--- src/rtl/uart_pkg.sv ---
`default_nettype none
// ============================================================================
// Module      : uart_pkg
// Description : Shared types and constants for the UART arbiter/distributor
//               blocks. Optional feature macro used by users of this package:
//               UART_ARB_BURST_LIMIT_EN.
// Revision    : 1.0 - initial release
// ============================================================================
package uart_pkg;

    localparam int UART_BYTE_W = 8;

    typedef enum logic [0:0] {
        IDLE = 1'b0,
        BUSY = 1'b1
    } uart_arb_state_t;

    // Index width for an N-way selector; a 1-way selector still needs one bit.
    function automatic int uart_idx_w(input int n);
        return (n > 1) ? $clog2(n) : 1;
    endfunction

endpackage
`default_nettype wire

--- src/rtl/uart_tx_arbiter_if.sv ---
`default_nettype none
// ============================================================================
// Module      : uart_tx_arbiter_if
// Description : Requester-side and TX-FIFO-side signals of uart_tx_arbiter.
//               master = environment (requesters + FIFO), slave = arbiter.
// Revision    : 1.0 - initial release
// ============================================================================
interface uart_tx_arbiter_if #(
    parameter int N_REQ = 4
);
    import uart_pkg::*;

    logic [N_REQ-1:0]             req;
    logic [UART_BYTE_W*N_REQ-1:0] data;
    logic [N_REQ-1:0]             last;
    logic [N_REQ-1:0]             ack;
    logic [N_REQ-1:0]             grant;
    logic                         fifo_full;
    logic                         fifo_wr_en;
    logic [UART_BYTE_W-1:0]       fifo_data;
    logic                         busy;
    logic                         pkt_done;

    modport master (
        output req, data, last, fifo_full,
        input  ack, grant, fifo_wr_en, fifo_data, busy, pkt_done
    );

    modport slave (
        input  req, data, last, fifo_full,
        output ack, grant, fifo_wr_en, fifo_data, busy, pkt_done
    );

endinterface
`default_nettype wire

--- src/rtl/uart_rr_pick.sv ---
`default_nettype none
// ============================================================================
// Module      : uart_rr_pick
// Description : Combinational rotating-priority picker: returns the first
//               asserted request scanning rr_ptr, rr_ptr+1, ... (mod N_REQ).
// Revision    : 1.0 - initial release
// ============================================================================
module uart_rr_pick #(
    parameter int N_REQ = 4,
    parameter int IDX_W = (N_REQ > 1) ? $clog2(N_REQ) : 1
) (
    input  wire logic [N_REQ-1:0] req,
    input  wire logic [IDX_W-1:0] rr_ptr,
    output logic                  valid,
    output logic [IDX_W-1:0]      index
);

    always_comb begin
        int               w_pos;
        logic [IDX_W-1:0] w_idx;
        valid = 1'b0;
        index = '0;
        w_pos = 0;
        w_idx = '0;
        // Scan from the farthest offset down so the nearest hit wins last.
        for (int k = N_REQ - 1; k >= 0; k--) begin
            w_pos = int'(rr_ptr) + k;
            if (w_pos >= N_REQ) begin
                w_pos = w_pos - N_REQ;
            end
            w_idx = IDX_W'(w_pos);
            if (req[w_idx]) begin
                valid = 1'b1;
                index = w_idx;
            end
        end
    end

endmodule
`default_nettype wire

--- src/rtl/uart_tx_arbiter.sv ---
`default_nettype none
// ============================================================================
// Module      : uart_tx_arbiter
// Description : Packet-atomic round-robin arbiter sharing one UART TX FIFO
//               write port among N_REQ byte-stream requesters.
//               Optional macro UART_ARB_BURST_LIMIT_EN: preempt after
//               MAX_BURST bytes without last.
// Revision    : 1.0 - initial release
// ============================================================================
module uart_tx_arbiter
    import uart_pkg::*;
#(
    parameter int N_REQ     = 4,
    parameter int MAX_BURST = 16
) (
    input wire logic         clk,
    input wire logic         rst_n,
    uart_tx_arbiter_if.slave bus
);

    localparam int IDX_W = uart_idx_w(N_REQ);

    if (N_REQ < 2 || N_REQ > 8 || MAX_BURST < 1 || MAX_BURST > 255) begin : g_param_check
        $error("uart_tx_arbiter: N_REQ or MAX_BURST out of range");
    end

    uart_arb_state_t  r_state;
    logic [IDX_W-1:0] r_owner;
    logic [IDX_W-1:0] r_rr_ptr;
    logic [N_REQ-1:0] r_grant;
    logic [7:0]       r_burst_cnt;
    logic             r_pkt_done;

    logic                   w_pick_valid;
    logic [IDX_W-1:0]       w_pick_idx;
    logic                   w_wr_en;
    logic [IDX_W-1:0]       w_next_ptr;
    logic [7:0]             w_burst_next;
    logic [UART_BYTE_W-1:0] w_bytes [N_REQ];

    uart_rr_pick #(
        .N_REQ (N_REQ),
        .IDX_W (IDX_W)
    ) u_pick (
        .req    (bus.req),
        .rr_ptr (r_rr_ptr),
        .valid  (w_pick_valid),
        .index  (w_pick_idx)
    );

    for (genvar gi = 0; gi < N_REQ; gi++) begin : g_slice
        assign w_bytes[gi] = bus.data[gi*UART_BYTE_W +: UART_BYTE_W];
    end

    // The owner's req and the FIFO flag gate the write in the same cycle.
    assign w_wr_en      = (r_state == BUSY) && bus.req[r_owner] && !bus.fifo_full;
    assign w_next_ptr   = (r_owner == IDX_W'(N_REQ - 1)) ? '0 : r_owner + 1'b1;
    assign w_burst_next = (r_burst_cnt == 8'hFF) ? 8'hFF : r_burst_cnt + 8'd1;

    assign bus.fifo_wr_en = w_wr_en;
    assign bus.fifo_data  = w_wr_en ? w_bytes[r_owner] : '0;
    assign bus.ack        = w_wr_en ? (N_REQ'(1) << r_owner) : '0;
    assign bus.grant      = r_grant;
    assign bus.busy       = (r_state == BUSY);
    assign bus.pkt_done   = r_pkt_done;

    always_ff @(posedge clk or negedge rst_n) begin
        if (!rst_n) begin
            r_state     <= IDLE;
            r_owner     <= '0;
            r_rr_ptr    <= '0;
            r_grant     <= '0;
            r_burst_cnt <= '0;
            r_pkt_done  <= 1'b0;
        end else begin
            r_pkt_done <= 1'b0;
            case (r_state)
                IDLE: begin
                    if (w_pick_valid) begin
                        r_owner     <= w_pick_idx;
                        r_grant     <= N_REQ'(1) << w_pick_idx;
                        r_burst_cnt <= '0;
                        r_state     <= BUSY;
                    end
                end
                BUSY: begin
                    if (w_wr_en) begin
                        r_burst_cnt <= w_burst_next;
                        if (bus.last[r_owner]) begin
                            r_state    <= IDLE;
                            r_grant    <= '0;
                            r_rr_ptr   <= w_next_ptr;
                            r_pkt_done <= 1'b1;
                        end
`ifdef UART_ARB_BURST_LIMIT_EN
                        // Preempted owner re-arbitrates for the rest of its packet.
                        else if (w_burst_next == 8'(MAX_BURST)) begin
                            r_state  <= IDLE;
                            r_grant  <= '0;
                            r_rr_ptr <= w_next_ptr;
                        end
`endif
                    end
                end
                default: begin
                    r_state <= IDLE;
                    r_grant <= '0;
                end
            endcase
        end
    end

endmodule
`default_nettype wire

--- src/flat_wrapper.sv ---
// flat-port wrapper written by rule: the top's interface ports become plain ports
module uart_tx_arbiter_flat import uart_pkg::*;
#(
    parameter int N_REQ     = 4,
    parameter int MAX_BURST = 16
)
  (clk, rst_n, bus_req, bus_data, bus_last, bus_fifo_full, bus_ack, bus_grant, bus_fifo_wr_en, bus_fifo_data, bus_busy, bus_pkt_done);
  uart_tx_arbiter_if #(.N_REQ(N_REQ)) bus_i ();
  input wire logic clk;
  input wire logic rst_n;
  input wire logic [$bits(bus_i.req)-1:0] bus_req;
  input wire logic [$bits(bus_i.data)-1:0] bus_data;
  input wire logic [$bits(bus_i.last)-1:0] bus_last;
  input wire logic [$bits(bus_i.fifo_full)-1:0] bus_fifo_full;
  output wire logic [$bits(bus_i.ack)-1:0] bus_ack;
  output wire logic [$bits(bus_i.grant)-1:0] bus_grant;
  output wire logic [$bits(bus_i.fifo_wr_en)-1:0] bus_fifo_wr_en;
  output wire logic [$bits(bus_i.fifo_data)-1:0] bus_fifo_data;
  output wire logic [$bits(bus_i.busy)-1:0] bus_busy;
  output wire logic [$bits(bus_i.pkt_done)-1:0] bus_pkt_done;
  assign bus_i.req = bus_req;
  assign bus_i.data = bus_data;
  assign bus_i.last = bus_last;
  assign bus_i.fifo_full = bus_fifo_full;
  assign bus_ack = bus_i.ack;
  assign bus_grant = bus_i.grant;
  assign bus_fifo_wr_en = bus_i.fifo_wr_en;
  assign bus_fifo_data = bus_i.fifo_data;
  assign bus_busy = bus_i.busy;
  assign bus_pkt_done = bus_i.pkt_done;
  uart_tx_arbiter #(.N_REQ(N_REQ), .MAX_BURST(MAX_BURST)) u_core (.clk(clk), .rst_n(rst_n), .bus(bus_i));
endmodule
--- config.mk ---
export PLATFORM = sky130hd
export DESIGN_NAME = uart_tx_arbiter_flat
export DESIGN_NICKNAME = d
export VERILOG_FILES = /design/src/rtl/uart_pkg.sv /design/src/rtl/uart_tx_arbiter_if.sv /design/src/rtl/uart_rr_pick.sv /design/src/rtl/uart_tx_arbiter.sv /design/src/flat_wrapper.sv
export SDC_FILE = /design/constraint.sdc
export NUM_CORES = 1
export LEC_CHECK = 0
export BUFFER_PORTS_ARGS = -buffer_cell sky130_fd_sc_hd__buf_4
export CAP_MARGIN = 5
export CORE_MARGIN = 4
export CORE_UTILIZATION = 38
export DETAILED_ROUTE_END_ITERATION = 7
export PLACE_DENSITY = 0.74
export SKIP_CTS_REPAIR_TIMING = 1
export SLEW_MARGIN = 20
export SYNTH_ARGS = -nofsm -noshare
export SYNTH_HDL_FRONTEND = slang
export SYNTH_SLANG_ARGS = --single-unit
--- constraint.sdc ---
create_clock -name clk -period 1.8 [get_ports clk]
set_input_delay 0.18 -clock clk [delete_from_list [all_inputs] [get_ports clk]]
set_output_delay 0.18 -clock clk [all_outputs]
set_load 0.02 [all_outputs]
# Word level (Yosys, flattened, before mapping)
# Index checks and enable logic that the tools add are counted.
# Widths: inputs -> output; s select.
[word_totals]
ff_bits = 10
latchBits = 0
ramBits = 0
romBits = 0
inputBits = 43
out_inout_bits = 19
word_cells = 78
mem_count = 0
[classes]
n_addsub = 8
multipliers = 0
div_mod_pow = 0
order_cmp = 10
n_eq_ne = 4
n_shift = 2
muxes = 41
n_bitwise = 2
reduce_logical = 6
[ops]
columns = ["op", "n"]
rows = [
  ["$mux 8", 3],
  ["$mux 2", 9],
  ["$bmux 8 s2", 1],
  ["$mux 1", 16],
  ["$mux 4", 4],
  ["$lt 2x3->1 const B", 5],
  ["$bmux 1 s2", 6],
  ["$ge 3x3->1 const B", 4],
  ["$pmux 4 s2", 1],
  ["$shl 1x2->4 const A", 2],
  ["$sub 2x1->2 const B", 4],
  ["$add 2x2->3 const B", 2],
  ["$ne 2x2->1 const B", 3],
  ["$reduce_and 3->1", 2],
  ["$add 2x1->3 const B", 1],
  ["$ge 2x3->1 const B", 1],
  ["$not 2->3", 1],
  ["$add 2x1->2 const B", 1],
  ["$eq 2x2->1 const B", 1],
  ["$logic_and 1x1->1", 2],
  ["$pmux 1 s2", 1],
  ["$reduce_and 2->1", 1],
  ["$logic_not 1->1", 1],
  ["$not 1->1", 1],
]

# Logic depth before layout (Yosys ltp)
# Gate-level depths: netlist of the first run.
[depth]
ltp_word = 12
ltp_mapped = 6
depth_no_buf = 4

# Hierarchy
# From an unflattened synthesis of the first run, not the netlist that was laid out.
[hier_totals]
hier_cells = 80
area_unflattened_um2 = 918.4
[by_module_without_submodules]
columns = ["module", "instances", "cells_each", "area_per_inst_um2", "seq_area_each_um2"]
rows = [
  ["uart_tx_arbiter", 1, 67, 840.8, 250.2],
  ["uart_rr_pick", 1, 13, 77.6, 0.0],
]

# Worst setup path after synthesis of the first run
# OpenSTA, ideal clock, no wires.
[synth_path]
path_type = "register to output"
startpoint = "reg u_core.r_owner[0]"
endpoint = "out bus_fifo_data[5]"
arrival_time_ps = 1481
required_time_ps = 1620
slack_ps = 139
stages_incl_launch_ff = 5
n_path_buf = 2
cell_sequence = "dfrtp_1 > buf_6 > buf_2 > mux4_2 > and2b_1"
[synth_between]
elab_chain_len = 5
word_cells_on_any_way = 9
cone_classes = "6 x mux; 1 x bitwise; 2 x reduce/logical"
[synth_rtl]
columns = ["element", "line", "source"]
rows = [
  ["start: declaration", "uart_tx_arbiter.sv:28", "logic [IDX_W-1:0] r_owner;"],
  ["start signal: assignment", "uart_tx_arbiter.sv:80", "r_owner <= w_pick_idx;"],
  ["$not 2->3 (not written as such) / $bmux 1 s2 (equally long branches)", "uart_tx_arbiter.sv:61, uart_tx_arbiter.sv:56", ""],
  ["$bmux 8 s2 / $mux 1 (equally long branches)", "uart_tx_arbiter.sv:61, uart_tx_arbiter.sv:56", ""],
  ["$mux 8 (not written as such) / $logic_and 1x1->1 (equally long branches) (2 in a row)", "uart_tx_arbiter.sv:61, uart_tx_arbiter.sv:56", ""],
  ["$mux 8 (*)", "uart_tx_arbiter.sv:61", "assign bus.fifo_data = w_wr_en ? w_bytes[r_owner] : '0;"],
  ["end: declaration", "flat_wrapper.sv:18", "output wire logic [$bits(bus_i.fifo_data)-1:0] bus_fifo_data;"],
]
# Mark *: on every way between the ends. The rest lies on a longest branch, timed or not. The select of a mux whose other input is x is not followed.

# Final worst setup path of the first run
[layout_path]
startpoint = "reg u_core.r_owner[0]"
endpoint = "out bus_fifo_data[6]"
# The elaborated chain is that of the path after synthesis.

==> flow_summary.ini, run 1 <==
[sta]
finalCriticalPeriod_ns = 1.88
grt_setup_unrepaired = yes
final_hold_viol_count = 0
worst_slew_slack_as_a_fraction_of_its_limit = 0.715
worstMarginPinSlew_ns = 0.426
timing.fmax_ghz = 0.531
timing.final.crit_share = 1.05
layout_setup_ws_ns = -0.0829
fin_worst_hold_slack_ns = 0.274
final_max_slew_viols = 0
clock_skew_ns = 0.00297
setup_violations = 13

[synthesis]
netlist.top_cell.by_area = sky130_fd_sc_hd__dfrtp_1
postSynthNetCount = 129
yosys_register_bits = 10
netlist_top_cells_area = sky130_fd_sc_hd__dfrtp_1 28%, sky130_fd_sc_hd__mux4_2 22%, sky130_fd_sc_hd__nor2b_1 7.6%, sky130_fd_sc_hd__ha_1 5.5%, sky130_fd_sc_hd__o32ai_1 4.8%
synth.avg_cell_area_um2 = 11.0
ys_warn_count = 0
synth_edf_count = 0
synth_top_cell_area_share = 0.276
async_flop_share = 1.00
synthesis.instances = 82
yosysSeqAreaShare = 0.276
syn_std_cell_area_um2 = 906
most_used_flip_flop_cell_after_synthesis = sky130_fd_sc_hd__dfrtp_1
netlist-cell-type-count = 29

[final_layout]
antenna_cells = 0
layout_common_cells = 60 x sky130_fd_sc_hd__buf_4, 9 x sky130_fd_sc_hd__nor2b_1, 9 x sky130_fd_sc_hd__mux4_2, 9 x sky130_fd_sc_hd__buf_6, 9 x sky130_fd_sc_hd__dfrtp_1
nFillCells = 171
final_cell_count_no_fill = 179
fin_nets = 199
layout-area-overhead-vs-synth_pct = 71.7
final_layout_size_suffix_gt1_frac = 0.623
most_common_cell_after_layout_fill_and_taps_aside = sky130_fd_sc_hd__buf_4

[global_routing]
grt_first_pass_wirelength_um = 4130
overall_routing_resource_usage = 0.159
grt_start_max_net_pins = 13
via_count_of_the_first_global_routing_pass = 927
total_global_routing_overflow = 0
grt_antenna_before_repair = 0

[floorplanning]
num_io_pins = 62
coreArea_um2 = 2230
die_height_um = 56.8
placement_rows = 17
die_x_um = 56.8
floorplan.initialDensity = 0.406
fp.dieArea_um2 = 3230

[worst_setup_path]
r2r-start = u_core.r_owner[0]
critical_path_peak_fanout = 8
regToRegSetupSlack_ns = 0.12
timing.critical_path.required_ns = 1.62
timing.rr.end = u_core.r_rr_ptr[0]
worst_r2r_path_depth = 5
cp-start-kind = flip-flop
cp_data_arrival_time_ns = 1.70
worst_setup_path_end_kind = output pin
worstSetupPathType = flip-flop to output pin

[cts]
cts.reportedPaths.clkPinSlew_ns = 0.06
h-tree-depth = 1
clock_tree_from_tritoncts = yes
clock_latency_at_the_later_pin_of_the_worst_skew_pair_ns = 0.26
tritoncts.num_buffers = 3
cts_root_buffer = sky130_fd_sc_hd__clkbuf_4
cts.path.max_buffers = 2
clock_sinks = 10

[drt]
remaining_routing_drc_violations = 0
viasPerCell = 5.15
detailedRoute.firstIterationViolations = 14
detail-route-antenna-nets = 0
routed_wirelength_um = 2690
firstDrtPassIters = 4
avgRoutedWirePerCell_um = 15.0
vias = 922

[hold_path]
timing.hold.worst_endpoint = u_core.bus.busy
min_delay_path_depth = 3
hp-class = primary input to flip-flop
min-delay-start = bus_req[2]

[status]
status = complete, but fails checks
failed_checks = negative setup slack

[job]
drv_cap = 0

[power]
powerDensity_nw_per_um2 = 1230
total_leakage_power_nw = 0.759
vdd_drop_max_uv = 803

[placed_design]
globalplace.congestion = 0.849
numPlacedInstances = 172
placement.io_buffers = 61
dp_hpwl_um = 2250
routing by layer:
metal  global-route usage  wire (um)  share of wire  up-vias
li1                     -          -              -      440
met1                0.180       1050           0.39      425
met2                0.294       1330           0.50       54
met3               0.0483        292           0.11        3
met4               0.0298         19         0.0071        0
met5                    0          0              0        -
cells in the mapped netlist (2+ instances only):
cell / instances
sky130_fd_sc_hd__a21oi_1: 3
sky130_fd_sc_hd__and2b_1: 3
sky130_fd_sc_hd__buf_2: 2
sky130_fd_sc_hd__buf_6: 2
sky130_fd_sc_hd__dfrtp_1: 10
sky130_fd_sc_hd__ha_1: 4
sky130_fd_sc_hd__inv_1: 5
sky130_fd_sc_hd__mux2_4: 2
sky130_fd_sc_hd__mux4_2: 9
sky130_fd_sc_hd__nand2_1: 6
sky130_fd_sc_hd__nand2b_1: 2
sky130_fd_sc_hd__nor2_1: 2
sky130_fd_sc_hd__nor2b_1: 11
sky130_fd_sc_hd__o21ai_0: 2
sky130_fd_sc_hd__o32ai_1: 5
flip-flops by register name, indices dropped and copies added (netlist names):
signal               count
u_core.bus.busy          1
u_core.bus.grant         4
u_core.bus.pkt_done      1
u_core.r_owner           2
u_core.r_rr_ptr          2
critical path, cell delays in order (launching register included):
cell	delay [ns]
sky130_fd_sc_hd__dfrtp_2	0.41
sky130_fd_sc_hd__buf_6	0.12
sky130_fd_sc_hd__buf_12	0.12
sky130_fd_sc_hd__mux4_2	0.49
sky130_fd_sc_hd__and2b_1	0.18
sky130_fd_sc_hd__buf_6	0.13
cell families (layout without fill, tap and decap cells):
logic type / Yosys count / count (layout) / synth area share
compound gates: 15 / 15 / 0.130
fa+ha+maj: 4 / 4 / 0.0553
buf+inv: 11 / 80 / 0.0649
flops: 10 / 10 / 0.276
mux: 13 / 13 / 0.280
simple gates: 29 / 29 / 0.193
through the flow:
step           setup WS [ns]  area (um2)  utilization  power (W)  setup TNS (ns)
2_1_floorplan          0.139         906            -    0.00117               0
3_3_place_gp           0.125        1420        0.638    0.00158               0
3_5_place_dp           0.115        1420        0.638    0.00160               0
4_1_cts               -0.175        1460        0.654    0.00180           -2.00
5_1_grt               -0.140        1560        0.696    0.00206           -1.51
6_report             -0.0829        1560        0.696    0.00191          -0.647
worst max path at each step:
stage	from	end	slack, ns	cells past startpoint
floorplan	u_core.r_owner[0]	bus_fifo_data[5]	0.14	4
global placement	u_core.r_owner[0]	bus_fifo_data[7]	0.13	5
detailed placement	u_core.r_owner[0]	bus_ack[2]	0.12	5
CTS	u_core.r_owner[0]	bus_ack[2]	-0.17	5
global route	u_core.r_owner[0]	bus_fifo_data[5]	-0.14	5
finish	u_core.r_owner[0]	bus_fifo_data[6]	-0.08	5
area by class of cell:
class                      count  area (um2)  share of cell area
multi-input combinational     61         632               0.406
timing repair buffer          71         582               0.374
sequential                    10         251               0.162
clock buffer                   4        36.3              0.0233
tap                           28        35.0              0.0225
inverter                       5        18.8              0.0121
where the power goes:
part | switching, W | internal (W) | leakage [nW]
logic | 0.000566 | 0.000756 | 0.614
registers | 0.0000875 | 0.000309 | 0.125
clock network | 0.0000720 | 0.000123 | 0.0210
total | 0.000726 | 0.00119 | 0.759
No activity file was read; power rests on OpenSTA's default activity.
==> run 2, diff against run 1 <==
--- a/config.mk
+++ b/config.mk
@@ -7,7 +7,8 @@
 export LEC_CHECK = 0
 export BUFFER_PORTS_ARGS = -buffer_cell sky130_fd_sc_hd__buf_4
 export CAP_MARGIN = 5
-export CORE_MARGIN = 4
+export CORE_ASPECT_RATIO = 1.4
+export CORE_MARGIN = 5
 export CORE_UTILIZATION = 38
 export DETAILED_ROUTE_END_ITERATION = 7
 export PLACE_DENSITY = 0.74
==> run 2 against run 1 <==
The run now ends clean. Critical path depth is the same. Register-to-register slack gained 0.03 ns. Cell count shrank 3.4%. Sequential power grew 5%. Maximum frequency grew 4.9%. Die area grew 7.6%. Critical endpoint is now bus_ack[2]. Largest power group unchanged. Highest routed layer unchanged.
==> flow_summary.ini, run 2 (synthesis gave the netlist of run 1 again) <==
[floorplanning]
placement_rows = 21
floorplan.initialDensity = 0.387
die_x_um = 51.3
fp.dieArea_um2 = 3470
num_io_pins = 62
die_height_um = 67.8
coreArea_um2 = 2340

[worst_setup_path]
cp_data_arrival_time_ns = 1.62
worst_path_max_delay_cell = sky130_fd_sc_hd__dfrtp_2
worst_r2r_path_depth = 5
r2r-start = u_core.r_owner[1]
cp-start-kind = flip-flop
worst_setup_path_end_kind = output pin
timing.critical_path.required_ns = 1.62
worstSetupPathType = flip-flop to output pin
timing.rr.end = u_core.r_rr_ptr[0]
crit_path_cell_trace = mux2_4 > a2bb2oi_4 > buf_6 > nor2b_1 > buf_4
regToRegSetupSlack_ns = 0.15
max_stage_delay_ns = 0.45
critical_path_peak_fanout = 6

[power]
powerDensity_nw_per_um2 = 1220
clock_power_share = 0.080
swShare = 0.397
power.total_w = 0.00185
total_leakage_power_nw = 0.739
power_switching_w = 0.000733
internal-power_w = 0.00111
share_seq_of_total_power = 0.225
combPwrFrac = 0.696
vdd_drop_max_uv = 866

[sta]
clock_skew_ns = 0.000698
worstMarginPinSlew_ns = 0.489
worst_slew_slack_as_a_fraction_of_its_limit = 0.673
grt_setup_unrepaired = yes
final_max_slew_viols = 0
final_hold_viol_count = 0
timing.fmax_ghz = 0.557
finalCriticalPeriod_ns = 1.80
timing.final.crit_share = 0.998
layout_setup_ws_ns = 0.00442
setup_violations = 0

[drt]
viasPerCell = 5.42
firstDrtPassIters = 4
vias = 937
routed_wirelength_um = 2910
remaining_routing_drc_violations = 0
avgRoutedWirePerCell_um = 16.8
detail-route-antenna-nets = 0
detailedRoute.firstIterationViolations = 11

[placed_design]
placement.io_buffers = 61
detailedPlace.worstSlack_ns = 0.134
globalplace.congestion = 0.801
dp_hpwl_um = 2300

[final_layout]
flip_flop_count_of_the_largest_register_all_copies_and_words_added = 4
antenna_cells = 0
layout-area-overhead-vs-synth_pct = 66.6
final_layout_size_suffix_gt1_frac = 0.613
utilization = 0.645
layout_common_cells = 62 x sky130_fd_sc_hd__buf_4, 11 x sky130_fd_sc_hd__nor2b_1, 9 x sky130_fd_sc_hd__mux4_2, 8 x sky130_fd_sc_hd__dfrtp_1, 7 x sky130_fd_sc_hd__buf_6
fin_nets = 199
most_common_cell_after_layout_fill_and_taps_aside = sky130_fd_sc_hd__buf_4

[status]
status = complete, no violations

[global_routing]
grt_antenna_before_repair = 0
total_global_routing_overflow = 0
grt_first_pass_wirelength_um = 4280
grt_start_max_net_pins = 13
via_count_of_the_first_global_routing_pass = 909
overall_routing_resource_usage = 0.160

[job]
drv_cap = 0

[cts]
cts.path.max_buffers = 2
clock_tree_from_tritoncts = yes
clock_sinks = 10
cts_root_buffer = sky130_fd_sc_hd__clkbuf_4
clock_latency_at_the_later_pin_of_the_worst_skew_pair_ns = 0.26
tritoncts.num_buffers = 3
cts.reportedPaths.clkPinSlew_ns = 0.06
h-tree-depth = 1

[hold_path]
hp-class = primary input to async pin
==> run 2: cell types whose count changed in the layout (fill, tap and decap cells not counted), sizes merged <==
cell	before	now
clkbuf	4	3
==> run 2: critical path: cells and delay by family (launching register included) <==
kind	cells	cell delay, ns
flip-flops	1	0.45
AND/OR/NAND/NOR	1	0.04
buffers and inverters	2	0.30
multiplexers	1	0.33
AO/OA/AOI/OAI	1	0.23
==> run 2: worst max-delay path by stage <==
stage,cells past startpoint,slack [ns],from,endpoint
after floorplan,4,0.14,u_core.r_owner[0],bus_fifo_data[5]
after global placement,4,0.16,u_core.r_owner[0],u_core.r_rr_ptr[0]
after detailed placement,5,0.13,u_core.r_owner[0],bus_ack[3]
after CTS,5,-0.15,u_core.r_owner[0],bus_ack[3]
after global routing,5,-0.06,u_core.r_owner[0],bus_ack[2]
final,5,0.004,u_core.r_owner[0],bus_ack[2]
==> run 2: metrics by stage <==
stage	hold slack [ns]	cell area, um2	cells	TNS, ns
final	0.266	1510	173	0
after global routing	0.279	1510	173	-0.751
after CTS	-0.268	1410	167	-1.67
after detailed placement	0.0116	1380	164	0
after global placement	0.00978	1380	164	0
after floorplan	-0.116	906	82	0
==> run 2: cell type report <==
type	instances	area (um2)
Sequential cell	10	253
Timing Repair Buffer	71	569
Tap cell	23	28.8
Fill cell	190	830
Multi-Input combinational cell	61	617
Clock buffer	3	22.5
Inverter	5	18.8
==> run 2: layer usage <==
| layer | global-route usage | wire length, um |
|---|---|---|
| met1 | 0.195 | 1140 |
| met2 | 0.277 | 1350 |
| met3 | 0.0508 | 404 |
| met4 | 0.0328 | 13 |
| met5 | 0 | 0 |
==> run 2: power by group through the flow <==
stage,Sequential (W),Clock (W),Combinational (W)
6_report,0.000415,0.000147,0.00128
5_1_grt,0.000429,0.000162,0.00139
4_1_cts,0.000401,0.000151,0.00114
3_5_place_dp,0.000404,0,0.00114
3_3_place_gp,0.000394,0,0.00111
2_1_floorplan,0.000421,0,0.000746
